File: config.mk
export PLATFORM = sky130hd
export DESIGN_NAME = valid_fifo
export DESIGN_NICKNAME = d
export VERILOG_FILES = /design/src/rtl/fifo_mem.sv /design/src/rtl/valid_fifo.sv
export SDC_FILE = /design/constraint.sdc
export NUM_CORES = 1
export LEC_CHECK = 0
export ABC_CLOCK_PERIOD_IN_PS = 6300
export BUFFER_PORTS_ARGS = -buffer_cell sky130_fd_sc_hd__buf_2
export CORE_ASPECT_RATIO = 0.8
export CORE_MARGIN = 2
export CORE_UTILIZATION = 50
export CTS_CLUSTER_SIZE = 24
export DETAILED_ROUTE_END_ITERATION = 8
export PLACE_DENSITY = 0.68
export SLEW_MARGIN = 20
export SYNTH_ARGS = -nofsm -noshare
export SYNTH_HDL_FRONTEND = slang
export SYNTH_HIERARCHICAL = 1
export SYNTH_SLANG_ARGS = --single-unit
File: constraint.sdc
create_clock -name clk_i -period 6.3 [get_ports clk_i]
set_input_delay 1.26 -clock clk_i [delete_from_list [all_inputs] [get_ports clk_i]]
set_output_delay 1.26 -clock clk_i [all_outputs]
set_load 0.01 [all_outputs]
File: src/rtl/fifo_mem.sv
// Storage array for valid_fifo: one synchronous write port, one asynchronous
// read port, no reset, so it can map onto distributed RAM.
module fifo_mem #(
  parameter int unsigned DATA_WIDTH = 32,
  parameter int unsigned DEPTH      = 8,
  localparam int unsigned AW        = $clog2(DEPTH)
) (
  input  logic                  clk_i,
  input  logic                  wr_en_i,
  input  logic [AW-1:0]         wr_addr_i,
  input  logic [DATA_WIDTH-1:0] wr_data_i,
  input  logic [AW-1:0]         rd_addr_i,
  output logic [DATA_WIDTH-1:0] rd_data_c
);

  logic [DATA_WIDTH-1:0] mem [DEPTH];

  always_ff @(posedge clk_i) begin
    if (wr_en_i) mem[wr_addr_i] <= wr_data_i;
  end

  assign rd_data_c = mem[rd_addr_i];

endmodule

File: src/rtl/valid_fifo.sv
// Show-ahead FIFO for a valid-only upstream: drops writes when full and
// flags the loss with a sticky overflow bit; almost_full is a throttle hint.
module valid_fifo #(
  parameter int unsigned DATA_WIDTH  = 32,
  parameter int unsigned DEPTH       = 8,
  parameter int unsigned AFULL_LEVEL = DEPTH - 2
) (
  input  logic                       clk_i,
  input  logic                       rst_n_i,
  input  logic [DATA_WIDTH-1:0]      in_data_i,
  input  logic                       in_valid_i,
  output logic [DATA_WIDTH-1:0]      out_data_o,
  output logic                       out_valid_o,
  input  logic                       out_ready_i,
  output logic                       almost_full_o,
  output logic [$clog2(DEPTH+1)-1:0] count_o,
  output logic                       overflow_o
);

  localparam int unsigned AW = $clog2(DEPTH);
  localparam int unsigned CW = $clog2(DEPTH + 1);

  logic [AW-1:0] wr_ptr_q, rd_ptr_q;
  logic [CW-1:0] count_q, count_nxt;
  logic          valid_q, afull_q, ovf_q;
  logic          rd_c, wr_c, drop_c;

  // Accept/read decisions; a full queue still accepts when a read frees a slot.
  always_comb begin
    rd_c      = valid_q & out_ready_i;
    wr_c      = in_valid_i & ((count_q != CW'(DEPTH)) | rd_c);
    drop_c    = in_valid_i & ~wr_c;
    count_nxt = count_q;
    unique case ({wr_c, rd_c})
      2'b10:   count_nxt = count_q + CW'(1);
      2'b01:   count_nxt = count_q - CW'(1);
      default: count_nxt = count_q;
    endcase
  end

  // Flags are computed from the next count so they line up with count_o.
  always_ff @(posedge clk_i or negedge rst_n_i) begin
    if (!rst_n_i) begin
      wr_ptr_q <= '0;
      rd_ptr_q <= '0;
      count_q  <= '0;
      valid_q  <= 1'b0;
      afull_q  <= 1'b0;
      ovf_q    <= 1'b0;
    end else begin
      if (wr_c) wr_ptr_q <= wr_ptr_q + AW'(1);
      if (rd_c) rd_ptr_q <= rd_ptr_q + AW'(1);
      count_q <= count_nxt;
      valid_q <= (count_nxt != '0);
      afull_q <= (count_nxt >= CW'(AFULL_LEVEL));
      if (drop_c) ovf_q <= 1'b1;
    end
  end

  // Memory writes are gated so nothing lands in the array while reset is held.
  fifo_mem #(
    .DATA_WIDTH (DATA_WIDTH),
    .DEPTH      (DEPTH)
  ) u_mem (
    .clk_i      (clk_i),
    .wr_en_i    (wr_c & rst_n_i),
    .wr_addr_i  (wr_ptr_q),
    .wr_data_i  (in_data_i),
    .rd_addr_i  (rd_ptr_q),
    .rd_data_c  (out_data_o)
  );

  assign out_valid_o   = valid_q;
  assign count_o       = count_q;
  assign almost_full_o = afull_q;
  assign overflow_o    = ovf_q;

endmodule

* Yosys cells after proc, flatten, opt, wreduce, memory -nomap -nowiden
Memories as Yosys holds them, arrays and structs flattened. Index checks and enable logic that the tools add are counted.
Cells by class: $add $sub $neg 4, equality and inequality tests 3, bitwise operators 6, $lt $le $gt $ge 1, multiplexer cells 3, reductions and logical operators 1
Operators by type and width (number):
- $pmux 4 s2 | 1
- $add 3x1->3 const B | 2
- $add 4x1->4 const B | 1
- $and 1x1->1 | 4
- $ge 4x3->1 const B | 1
- $ne 4x4->1 const B | 1
- $reduce_bool 4->1 | 1
- $sub 4x1->4 const B | 1
- $eq 2x1->1 const B | 1
- $eq 2x2->1 const B | 1
- $mux 1 | 2
- $not 1->1 | 1
- $or 1x1->1 | 1
Word-level totals: RAM bits 256, memories 1, bits of input ports 36, logic and storage cells 25, flip-flop bits (word level) 13
Memories:
- u_mem.mem | words 8, bits a word 32, read ports 1, clocked after memory_dff 0, wr ports 1, line fifo_mem.sv:16 | logic [DATA_WIDTH-1:0] mem [DEPTH];

* Longest topological paths before layout
depth in word-level cells 6, mapped depth 8, gate-level depth less buffers 8

* By module
Netlist, hierarchy kept.
Modules (own cells, without submodules):
- fifo_mem | seq. area each 7687.4 µm², times used 1, cells each 383, area an instance 9825.7 µm²
- valid_fifo | seq. area each 325.3 µm², times used 1, cells each 55, area an instance 639.4 µm²

* Least setup slack after synthesis
OpenSTA, ideal clock, no wires.
path type in2reg, from input port in_valid_i, to memory u_mem.mem[0][0], enable pin, stages on the path 5, setup time 0.461 ns, buffers on the path 1, slack 1.447 ns, data arrival time 4.392 ns, cell sequence clkbuf_1 > a21boi_0 > and2_1 > nand2b_1 > nor3_1
Between the ends: longest elaborated chain between the ends 4
RTL lines:
- start: declaration | line valid_fifo.sv:11 | input logic in_valid_i,
- $and 1x1->1 | line valid_fifo.sv:31 | wr_c = in_valid_i & ((count_q != CW'(DEPTH)) | rd_c);
- $and 1x1->1 | line valid_fifo.sv:66 | .wr_en_i (wr_c & rst_n_i),
- $mux 1 | line fifo_mem.sv:19 | if (wr_en_i) mem[wr_addr_i] <= wr_data_i;
- $mux 1 (not written as such) | line fifo_mem.sv:19
- end: declaration | line fifo_mem.sv:16
No other way between the ends.

* Worst setup path in the final report
from register rd_ptr_q[0], to output port out_data_o[14]
Between the ends: longest elaborated chain between the ends 1
RTL lines:
- start: declaration | line valid_fifo.sv:23 | logic [AW-1:0] wr_ptr_q, rd_ptr_q;
- start signal: assignment | line valid_fifo.sv:52 | if (rd_c) rd_ptr_q <= rd_ptr_q + AW'(1);
- $mem_v2 8x32
- end: declaration | line valid_fifo.sv:12 | output logic [DATA_WIDTH-1:0] out_data_o,
No other way between the ends.

==> impl_metrics.ini <==
[critical_path]
critPathLaunch = rd_ptr_q[0]
cp_max_fo = 47
worstSetupEndpoint = out_data_o[14]
criticalPathCategory = flip-flop to primary output
critPathRequiredTime_ns = 5.04
arrival_ns = 3.07
crit_path_end_kind = primary output
reg2regPathDepth = 6
start_kind = flip-flop
r2r-end = u_mem/mem[0][24]
cp_slowest_cell = dfrtp_4
r2r_slack_ns = 3.25
cp_cell_sequence = buf_4, mux4_1, mux2_2, buf_2
r2r-start = out_valid_o
critPathMaxStageDelay_ns = 0.98

[grt]
grt_max_degree = 48
grtUsageMet3 = 0.0339
grt_overflow = 0
grtUsageMet2 = 0.287
grt_pass1_vias = 5009
track_usage = 0.173
grt_pass1_wl_um = 29300
met1_usage = 0.242
grt.busiest_layer = met2
antenna_found_initial = 1

[detailed_routing]
ant_nets = 0
drc = 0
wl_per_cell_um = 22.6
drtPass1Iterations = 4
drtIter0Drc = 301
vias = 4734
viasPerCell = 5.75
totalWireLength_um = 18600

[sta]
slew_violations = 0
fin_skew_ns = 0.00530
rsz0062_at_grt = false
tns_ns = 0
fmax_ghz = 0.231
tightest_slew_ns = 1.05
setup_viol = 0
min_period_ns = 4.33
relSlewSlack = 0.299
final.period_utilization = 0.687
hold_viol_final = 0

[yosys]
synth_xor_area_frac = 0.00502
synth_top_family_by_area = multiplexers
synthFlopType = edfxtp_1
synth_adder_area_share = 0.00359
synth-edff-count = 256
yosysSeqAreaShare = 0.766
yosys_warnings = 6
synth_async_sr_flop_share = 0.0483
ys_seq_elements = 269
synth_compound_area_frac = 0.00921
syn_inst = 438
yosysTopAreaCell = edfxtp_1
avgSynthCellArea_sq_um = 23.9
synth_area_sq_um = 10500
yosysTopAreaCellShare = 0.735
synth_fp_nets = 477
synthMuxAreaShare = 0.188
yosysUniqueCellTypes = 34
yosys-top-cells-area = edfxtp_1 73%, mux4_1 10%, mux4_2 5.2%
synth-simple-area-share = 0.0164

[power]
ir_worst_vdd_uv = 284
power_density_nw_per_um2 = 433
p_total_mw = 5.31
leakage_nw = 4.15

[floorplan]
core_area_sq_um = 20600
die_h_um = 133
die_area_sq_um = 22100
initial_core_util = 0.508
die_x_um = 166
io_pins = 75
rows = 47

[placement]
portBuffers = 74
gp_congestion = 0.716
post-dp-hpwl_um = 10900

[job]
drv_cap = 0

[clock_tree]
clk_pin_slew_ns = 0.06
ctsResizeCount = 0
cts-root-buf = clkbuf_16
clockBufferDepth = 3
clock_latency_ns = 0.52
cts_tree = built
cts_post_setup_buffers_inserted = 0
cts.sinks = 269
htree_levels = 1
cts_hold_buf = 0
cts_made_buffers = 26

[cells_and_area]
syn2layout_area_growth_pct = 17.2
drive_gt1_frac = 0.351
mostFrequentLayoutCells = 256 x edfxtp_1, 74 x buf_2, 40 x mux4_1, 33 x mux2_2, 27 x clkbuf_16
layout_commonest_cell = edfxtp_1
nets = 572

[worst_hold_path]
min_path_type = flip-flop to flip-flop

[run_status]
status = finished, final reports clean
cells by family (layout without fill, tap and decap cells):
family | after synthesis | after routing
and+or+nand+nor | 31 | 31
muxes | 97 | 97
other | 0 | 1
DFF | 269 | 269
AOI/OAI and AO/OA | 13 | 13
buffers and inverters | 19 | 134
xor gates and xnor gates | 6 | 6
adders and majority gates | 3 | 3
stage by stage:
stage	hold slack, ns	setup WS, ns	utilization	cell area (sq um)	std cells
after global routing	0.485	1.79	0.596	12300	822
after global placement	0.467	2.38	0.542	11200	767
after floorplan	0.443	1.45	-	10500	438
after CTS	0.469	1.89	0.596	12300	822
after detailed placement	0.455	2.29	0.551	11300	774
final	0.462	1.97	0.596	12300	823
synthesized netlist by cell type (all sizes together), types with 2 or more instances:
cell type,number
and2,2
nand2b,3
nor3,2
a21o,2
a21oi,2
nand2,11
o32ai,2
buf,17
clkbuf,2
ha,3
xor2,3
mux2,33
nand3,2
mux4,64
dfrtp,13
edfxtp,256
xnor2,3
nor2,6
power by group:
| part | switching (mW) | leakage [nW] | internal (mW) | total (mW) |
|---|---|---|---|---|
| logic | 0.549 | 1.24 | 0.733 | 1.28 |
| registers | 0.256 | 2.46 | 2.14 | 2.39 |
| clock network | 0.613 | 0.447 | 1.02 | 1.64 |
worst min-delay path by stage:
stage / from / to / slack, ns / cells past startpoint
final: overflow_o / overflow_o / 0.46 / 1
after global routing: overflow_o / overflow_o / 0.48 / 1
after CTS: overflow_o / overflow_o / 0.47 / 1
after detailed placement: overflow_o / overflow_o / 0.46 / 1
after global placement: overflow_o / overflow_o / 0.47 / 1
after floorplan: rd_ptr_q[2] / rd_ptr_q[2] / 0.44 / 1
flip-flops by register name, summed over array words and instances, names as in the netlist:
name	count
rd_ptr_q	3
overflow_o	1
u_mem/mem	256
almost_full_o	1
wr_ptr_q	3
out_valid_o	1
count_o	4
layout make-up:
| type | count | area (sq um) |
|---|---|---|
| fill | 1446 | 8320 |
| sequential | 269 | 8020 |
| timing repair buffer | 86 | 613 |
| clock buffer | 31 | 691 |
| multi-input combinational | 150 | 2380 |
| tap | 269 | 337 |
| antenna | 1 | 2.50 |
| clock inverter | 17 | 225 |
worst max-delay path: cells and delay by family (launching register included):
kind     cells  cell delay [ns]
buf+inv      2             0.61
flops        1             0.98
mux          2             0.93
layer usage:
layer	vias up	wire length, um
met2	106	9180
met3	34	817
li1	2081	-
met1	2513	8240
met4	0	344
met5	-	0
No activity file was read; power rests on OpenSTA's default activity.
